### config.mk
export PLATFORM = sky130hd
export DESIGN_NAME = lr35902_dbg_host
export DESIGN_NICKNAME = d
export VERILOG_FILES = /design/src/rtl/lr35902_dbg_host.sv
export SDC_FILE = /design/constraint.sdc
export NUM_CORES = 1
export LEC_CHECK = 0
export BUFFER_PORTS_ARGS = -buffer_cell sky130_fd_sc_hd__buf_2
export CORE_UTILIZATION = 58
export DETAILED_ROUTE_END_ITERATION = 7
export PLACE_DENSITY_LB_ADDON = 0.05
export SLEW_MARGIN = 20
export SYNTH_ARGS = -nofsm -noshare
export SYNTH_HDL_FRONTEND = slang
export SYNTH_SLANG_ARGS = --single-unit
### constraint.sdc
create_clock -name uart_clk -period 2.3 [get_ports uart_clk]
set_input_delay 0.575 -clock uart_clk [delete_from_list [all_inputs] [get_ports uart_clk]]
set_output_delay 0.575 -clock uart_clk [all_outputs]
set_load 0.005 [all_outputs]
### src/rtl/lr35902_dbg_host.sv
`default_nettype none
// lr35902_dbg_host: serialises debugger commands onto the target rx line and collects the step register dump.
// Optional macro DBG_HOST_TIMEOUT_EN adds a step-response timeout (STEP_TIMEOUT bit times).
module lr35902_dbg_host #(
  parameter int DUMP_LEN     = 24,
  parameter int STEP_TIMEOUT = 4096
) (
  input  logic       uart_clk,
  input  logic       reset,
  input  logic [2:0] cmd,
  input  logic       cmd_valid,
  output logic       cmd_ready,
  output logic       busy,
  output logic       tx,
  input  logic       rx,
  input  logic       cts,
  output logic [7:0] dump_data,
  output logic [4:0] dump_idx,
  output logic       dump_valid,
  output logic       dump_done,
  output logic       err
);
  localparam logic [4:0] LAST_IDX = 5'(DUMP_LEN - 1);

  typedef enum logic [2:0] {TX_IDLE, TX_START, TX_DATA, TX_STOP, TX_GUARD, TX_RESP} tx_state_t;
  typedef enum logic [1:0] {RX_IDLE, RX_START, RX_DATA, RX_STOP} rx_state_t;

  tx_state_t  tx_state, tx_next;
  rx_state_t  rx_state, rx_next;

  logic       rx_meta, rx_s, rx_prev, cts_meta, cts_s;
  logic [3:0] tx_cnt, rx_cnt, cts_low;
  logic [2:0] tx_bit, rx_bit;
  logic [7:0] tx_shift, rx_shift;
  logic       tx_stop, is_step, rx_brk_wait;
  logic [4:0] resp_cnt;
  logic [7:0] cmd_byte;
  logic       cmd_rsvd, accept, tx_tick, rx_tick;
  logic       byte_good, byte_bad, start_seen, timeout;

  always_ff @(posedge uart_clk) begin
    if (!reset) begin
      rx_meta  <= 1'b1;
      rx_s     <= 1'b1;
      rx_prev  <= 1'b1;
      cts_meta <= 1'b0;
      cts_s    <= 1'b0;
    end else begin
      rx_meta  <= rx;
      rx_s     <= rx_meta;
      rx_prev  <= rx_s;
      cts_meta <= cts;
      cts_s    <= cts_meta;
    end
  end

  always_comb begin
    cmd_byte = 8'h00;
    cmd_rsvd = 1'b0;
    case (cmd)
      3'd0:    cmd_byte = 8'h00;
      3'd1:    cmd_byte = 8'h63;
      3'd2:    cmd_byte = 8'h69;
      3'd3:    cmd_byte = 8'h49;
      3'd4:    cmd_byte = 8'h64;
      3'd5:    cmd_byte = 8'h73;
      default: cmd_rsvd = 1'b1;
    endcase
  end

  assign cmd_ready = !busy && reset;
  assign accept    = cmd_valid && cmd_ready && (tx_state == TX_IDLE);
  assign tx_tick   = (tx_cnt == 4'd11);
  assign rx_tick   = (rx_cnt == 4'd11);

  // ---------------- TX FSM ----------------
  always_ff @(posedge uart_clk) begin
    if (!reset) tx_state <= TX_IDLE;
    else        tx_state <= tx_next;
  end

  always_comb begin
    tx_next = tx_state;
    case (tx_state)
      TX_IDLE:  if (accept && !cmd_rsvd) tx_next = TX_START;
      TX_START: if (tx_tick) tx_next = TX_DATA;
      TX_DATA:  if (tx_tick && tx_bit == 3'd7) tx_next = TX_STOP;
      TX_STOP:  if (tx_tick) tx_next = TX_GUARD;
      TX_GUARD: if (cts_low == 4'd12) tx_next = is_step ? TX_RESP : TX_IDLE;
      TX_RESP:  if (byte_bad || timeout || (byte_good && resp_cnt == LAST_IDX)) tx_next = TX_IDLE;
      default:  tx_next = TX_IDLE;
    endcase
  end

  // tx is registered from the current state, so the start bit appears one edge after accept
  always_ff @(posedge uart_clk) begin
    if (!reset) begin
      tx       <= 1'b1;
      busy     <= 1'b0;
      tx_cnt   <= 4'd0;
      tx_bit   <= 3'd0;
      tx_shift <= 8'h00;
      tx_stop  <= 1'b1;
      is_step  <= 1'b0;
      cts_low  <= 4'd0;
    end else begin
      busy <= (tx_state != TX_IDLE);
      case (tx_state)
        TX_START: tx <= 1'b0;
        TX_DATA:  tx <= tx_shift[tx_bit];
        TX_STOP:  tx <= tx_stop;
        default:  tx <= 1'b1;
      endcase
      if (accept && !cmd_rsvd) begin
        tx_shift <= cmd_byte;
        tx_stop  <= (cmd != 3'd0);
        is_step  <= (cmd == 3'd5);
        tx_cnt   <= 4'd0;
        tx_bit   <= 3'd0;
      end else if (tx_state == TX_START || tx_state == TX_DATA || tx_state == TX_STOP) begin
        tx_cnt <= tx_tick ? 4'd0 : tx_cnt + 4'd1;
        if (tx_state == TX_DATA && tx_tick) tx_bit <= tx_bit + 3'd1;
      end
      // consecutive low-cycle count of cts, saturating at one bit time
      if (cts_s)                 cts_low <= 4'd0;
      else if (cts_low != 4'd12) cts_low <= cts_low + 4'd1;
    end
  end

  // ---------------- RX FSM ----------------
  always_ff @(posedge uart_clk) begin
    if (!reset) rx_state <= RX_IDLE;
    else        rx_state <= rx_next;
  end

  always_comb begin
    rx_next    = rx_state;
    byte_good  = 1'b0;
    byte_bad   = 1'b0;
    start_seen = 1'b0;
    case (rx_state)
      RX_IDLE: if (rx_prev && !rx_s) begin
        rx_next    = RX_START;
        start_seen = 1'b1;
      end
      RX_START: if (rx_cnt == 4'd4) rx_next = rx_s ? RX_IDLE : RX_DATA;
      RX_DATA:  if (rx_tick && rx_bit == 3'd7) rx_next = RX_STOP;
      RX_STOP: begin
        if (rx_brk_wait) begin
          if (rx_s) rx_next = RX_IDLE;
        end else if (rx_tick) begin
          if (rx_s) begin
            byte_good = 1'b1;
            rx_next   = RX_IDLE;
          end else begin
            byte_bad = 1'b1;
          end
        end
      end
      default: rx_next = RX_IDLE;
    endcase
  end

  always_ff @(posedge uart_clk) begin
    if (!reset) begin
      rx_cnt      <= 4'd0;
      rx_bit      <= 3'd0;
      rx_shift    <= 8'h00;
      rx_brk_wait <= 1'b0;
    end else begin
      rx_cnt <= (rx_next != rx_state || rx_tick) ? 4'd0 : rx_cnt + 4'd1;
      if (rx_state == RX_START) rx_bit <= 3'd0;
      if (rx_state == RX_DATA && rx_tick) begin
        rx_shift <= {rx_s, rx_shift[7:1]};
        rx_bit   <= rx_bit + 3'd1;
      end
      // after a bad stop bit, hold in RX_STOP until the line idles so the break is not a new start
      if (byte_bad)                    rx_brk_wait <= 1'b1;
      else if (rx_next != RX_STOP)     rx_brk_wait <= 1'b0;
    end
  end

`ifdef DBG_HOST_TIMEOUT_EN
  localparam int TO_CLKS = STEP_TIMEOUT * 12;
  localparam int TO_W    = $clog2(TO_CLKS + 1);
  logic [TO_W-1:0] to_cnt;
  logic            to_armed;

  always_ff @(posedge uart_clk) begin
    if (!reset || tx_state != TX_RESP) begin
      to_cnt   <= '0;
      to_armed <= 1'b1;
    end else if (start_seen) begin
      to_armed <= 1'b0;
    end else if (to_armed) begin
      to_cnt <= to_cnt + TO_W'(1);
    end
  end

  assign timeout = (tx_state == TX_RESP) && to_armed && !start_seen && (to_cnt == TO_W'(TO_CLKS - 1));
`else
  assign timeout = 1'b0;
`endif

  always_ff @(posedge uart_clk) begin
    if (!reset) begin
      dump_valid <= 1'b0;
      dump_done  <= 1'b0;
      err        <= 1'b0;
      dump_idx   <= 5'd0;
      dump_data  <= 8'h00;
      resp_cnt   <= 5'd0;
    end else begin
      dump_valid <= 1'b0;
      dump_done  <= 1'b0;
      err        <= 1'b0;
      if (tx_state == TX_GUARD && tx_next == TX_RESP) begin
        resp_cnt <= 5'd0;
        dump_idx <= 5'd0;
      end else if (tx_state == TX_RESP) begin
        if (byte_good) begin
          dump_valid <= 1'b1;
          dump_data  <= rx_shift;
          dump_idx   <= resp_cnt;
          dump_done  <= (resp_cnt == LAST_IDX);
          resp_cnt   <= resp_cnt + 5'd1;
        end
        if (byte_bad || timeout) err <= 1'b1;
      end
    end
  end

endmodule
`default_nettype wire

==> impl_metrics.json <==
{
  "max_slew_margin_pct": 61.94,
  "cts_root_buf": "clkbuf_8",
  "clk_pin_slew_ns": 0.07,
  "initial_utilization_pct": 61.25,
  "chipWidth_um": 73.32,
  "ys_async_sr_fraction_pct": 0,
  "timing.final.crit_period_ns": 1.892,
  "clock_latency_ns": 0.34,
  "diodes": 0,
  "status": "finished clean",
  "final_cells": 423,
  "gp_routability_congestion": 0.8428,
  "core_area_mm2": 0.004817,
  "cts_buffers": 9,
  "fill_cells": 398,
  "ant_nets": 0,
  "routed.top_layer": "met4",
  "ioPinCount": 27,
  "ys_ff_latch": 68,
  "arrival_ns": 2.12,
  "post_dp_cell_area_mm2": 0.003136,
  "layout-drive-gt1-share_pct": 15.45,
  "final_cell_mix": "dfxtp_1 (68), nor2_1 (42), nand2_1 (32), buf_2 (26), mux2i_1 (20)",
  "synth_area_leaders": "dfxtp_1 (46%), mux2i_1 (6.8%), nor2_1 (5.3%)",
  "wl_met2_mm": 2.633,
  "syn_area_mm2": 0.002950,
  "ir_worst_vdd_mv": 0.4499,
  "via_per_inst": 5.442,
  "die_h_um": 73.32,
  "yosysTopAreaCell": "dfxtp_1",
  "hold_path.class": "flip-flop to flip-flop",
  "hold_violations": 0,
  "wl_per_cell_um": 13.30,
  "path_max_fanout": 26,
  "fin_area_mm2": 0.003359,
  "antenna_found_initial": 0,
  "yosysWarnings": 0,
  "yosys_most_used_dff": "dfxtp_1",
  "die_area_mm2": 0.005376,
  "fmax_mhz": 528.5,
  "drt_first_pass_iters": 4,
  "final_common_cell": "dfxtp_1",
  "cpPeakStageDelay_ns": 0.61,
  "post_cts_buffers": 0,
  "synthCells": 325,
  "critPathLaunchType": "flip-flop",
  "vias": 2302,
  "avgSynthCellArea_um2": 9.078,
  "cts.repair.resized": 0,
  "htree_num_levels": 3,
  "path_class": "flip-flop to flip-flop",
  "slowest_stage": "dfxtp_1",
  "drt-met1-wl_mm": 2.784,
  "first_iter_violations": 183,
  "drt_wl_total_mm": 5.627,
  "finalSetupTns_ns": 0,
  "grt_pass1_vias": 2036,
  "finalMaxSlewViolations": 0,
  "port_buffers": 26,
  "power_mw": 2.441,
  "synth_nets": 343,
  "power_density_mw_per_mm2": 726.7,
  "setup_violations": 0,
  "synth_edf_count": 0,
  "drc": 0,
  "rsz0062_at_grt": "false",
  "crit_chain": "nand3b_1 > nor4_4 > buf_4 > mux2i_1 > nor2_1",
  "grtUsageTotal_pct": 22.35,
  "crit_path_end_kind": "flip-flop",
  "ys_seq_area_share_pct": 46.14,
  "netlist.area_leader.share_pct": 46.14,
  "p_leak_nw": 1.341,
  "regArea_mm2": 0.001361,
  "placed_cells": 408,
  "cts_sinks": 68,
  "placementRows": 25,
  "grt_pass1_wl_mm": 9.114,
  "cts_hold_buf": 0,
  "multi_input_area_mm2": 0.001485,
  "worstPathRequired_ns": 2.52,
  "tightest_slew_ns": 0.5704,
  "clockBufferDepth": 2,
  "clock_skew_ns": 0.008584,
  "area_growth_pct": 13.87,
  "grt_overflow": 0,
  "cap_viol_max_count": 0,
  "yosys.cell_types.count": 50,
  "dp_hpwl_mm": 3.836,
  "cts_tree": "yes",
  "wl_met3_um": 128,
  "period_share_pct": 82.27,
  "grt_max_degree": 37,
  "fin_nets": 370
}
==> area by class of cell <==
cell class                 count  share of cell area (%)
multi-input combinational    232                   44.21
sequential                    68                   40.52
timing repair buffer          31                   4.991
clock buffer                  11                   4.507
tap                           67                   2.495
clock inverter                 4                   2.160
inverter                      10                   1.117
==> per-stage QoR <==
stage	hold slack, ns	utilization, %	setup slack [ns]
floorplan	0.3863	-	0.4994
detailed placement	0.3909	65.09	0.4241
CTS	0.4031	69.74	0.4126
global placement	0.3919	65.09	0.4685
global route	0.4176	69.74	0.2491
finish	0.4009	69.74	0.4078
==> worst max-delay path: cells and delay by family (launching register included) <==
| family | cells | cell delay [ns] |
|---|---|---|
| flops | 1 | 0.61 |
| simple gates | 3 | 0.62 |
| buf+inv | 1 | 0.32 |
| mux | 1 | 0.22 |
==> sequential cells by signal (all words and copies together) (netlist names), 2 cells and up <==
signal	count
dump_data	8
rx_shift	8
tx_shift	7
dump_idx	5
resp_cnt	5
cts_low	4
rx_cnt	4
tx_cnt	4
rx_bit	3
tx_bit	3
tx_state	3
rx_state	2
==> worst paths after layout <==
check	from	endpoint	slack (ns)	cells after the start
setup / recovery	rx_state[1]	resp_cnt[1]	0.41	5
hold / removal	rx_meta	rx_s	0.40	1
setup reg to reg	rx_state[1]	resp_cnt[1]	0.41	5
hold reg to reg	rx_meta	rx_s	0.40	1
==> report_power, final <==
part / switching [mW] / internal, mW / total [mW]
logic: 0.0687 / 0.0497 / 0.118
clock network: 0.432 / 0.662 / 1.09
registers: 0.0261 / 1.20 / 1.23
==> cells in the mapped netlist, drive strengths merged (2+ instances only) <==
| library cell | n |
|---|---|
| a311oi | 2 |
| ha | 10 |
| inv | 9 |
| o21ai | 18 |
| nand2 | 32 |
| xor2 | 3 |
| nor3b | 2 |
| nor2b | 4 |
| buf | 6 |
| and2 | 3 |
| clkbuf | 9 |
| a31oi | 4 |
| nor2 | 43 |
| nand4 | 4 |
| a21oi | 11 |
| xnor2 | 6 |
| dfxtp | 68 |
| o21a | 2 |
| nor3 | 4 |
| nor4 | 4 |
| nand3b | 6 |
| and3b | 2 |
| mux2i | 20 |
| nand2b | 6 |
| or3 | 2 |
| and3 | 2 |
| nand3 | 16 |
| nand4b | 3 |
| o211ai | 2 |
| o41ai | 2 |
| a211oi | 3 |
| o22ai | 5 |
==> cell families after synthesis <==
logic type,Yosys count,share of synthesized area [%]
compound gates,56,12.09
simple gates,135,23.41
flops,68,46.14
fa+ha+maj,10,4.241
xor+xnor,9,2.672
mux,22,7.930
buf+inv,25,3.520
==> metal layers <==
| metal | track usage (%) | up-vias |
|---|---|---|
| li1 | - | 1188 |
| met5 | 0 | - |
| met4 | 8.547 | 0 |
| met2 | 35.39 | 22 |
| met3 | 6.447 | 6 |
| met1 | 28.96 | 1086 |
Power figures use the tool's default switching activity.
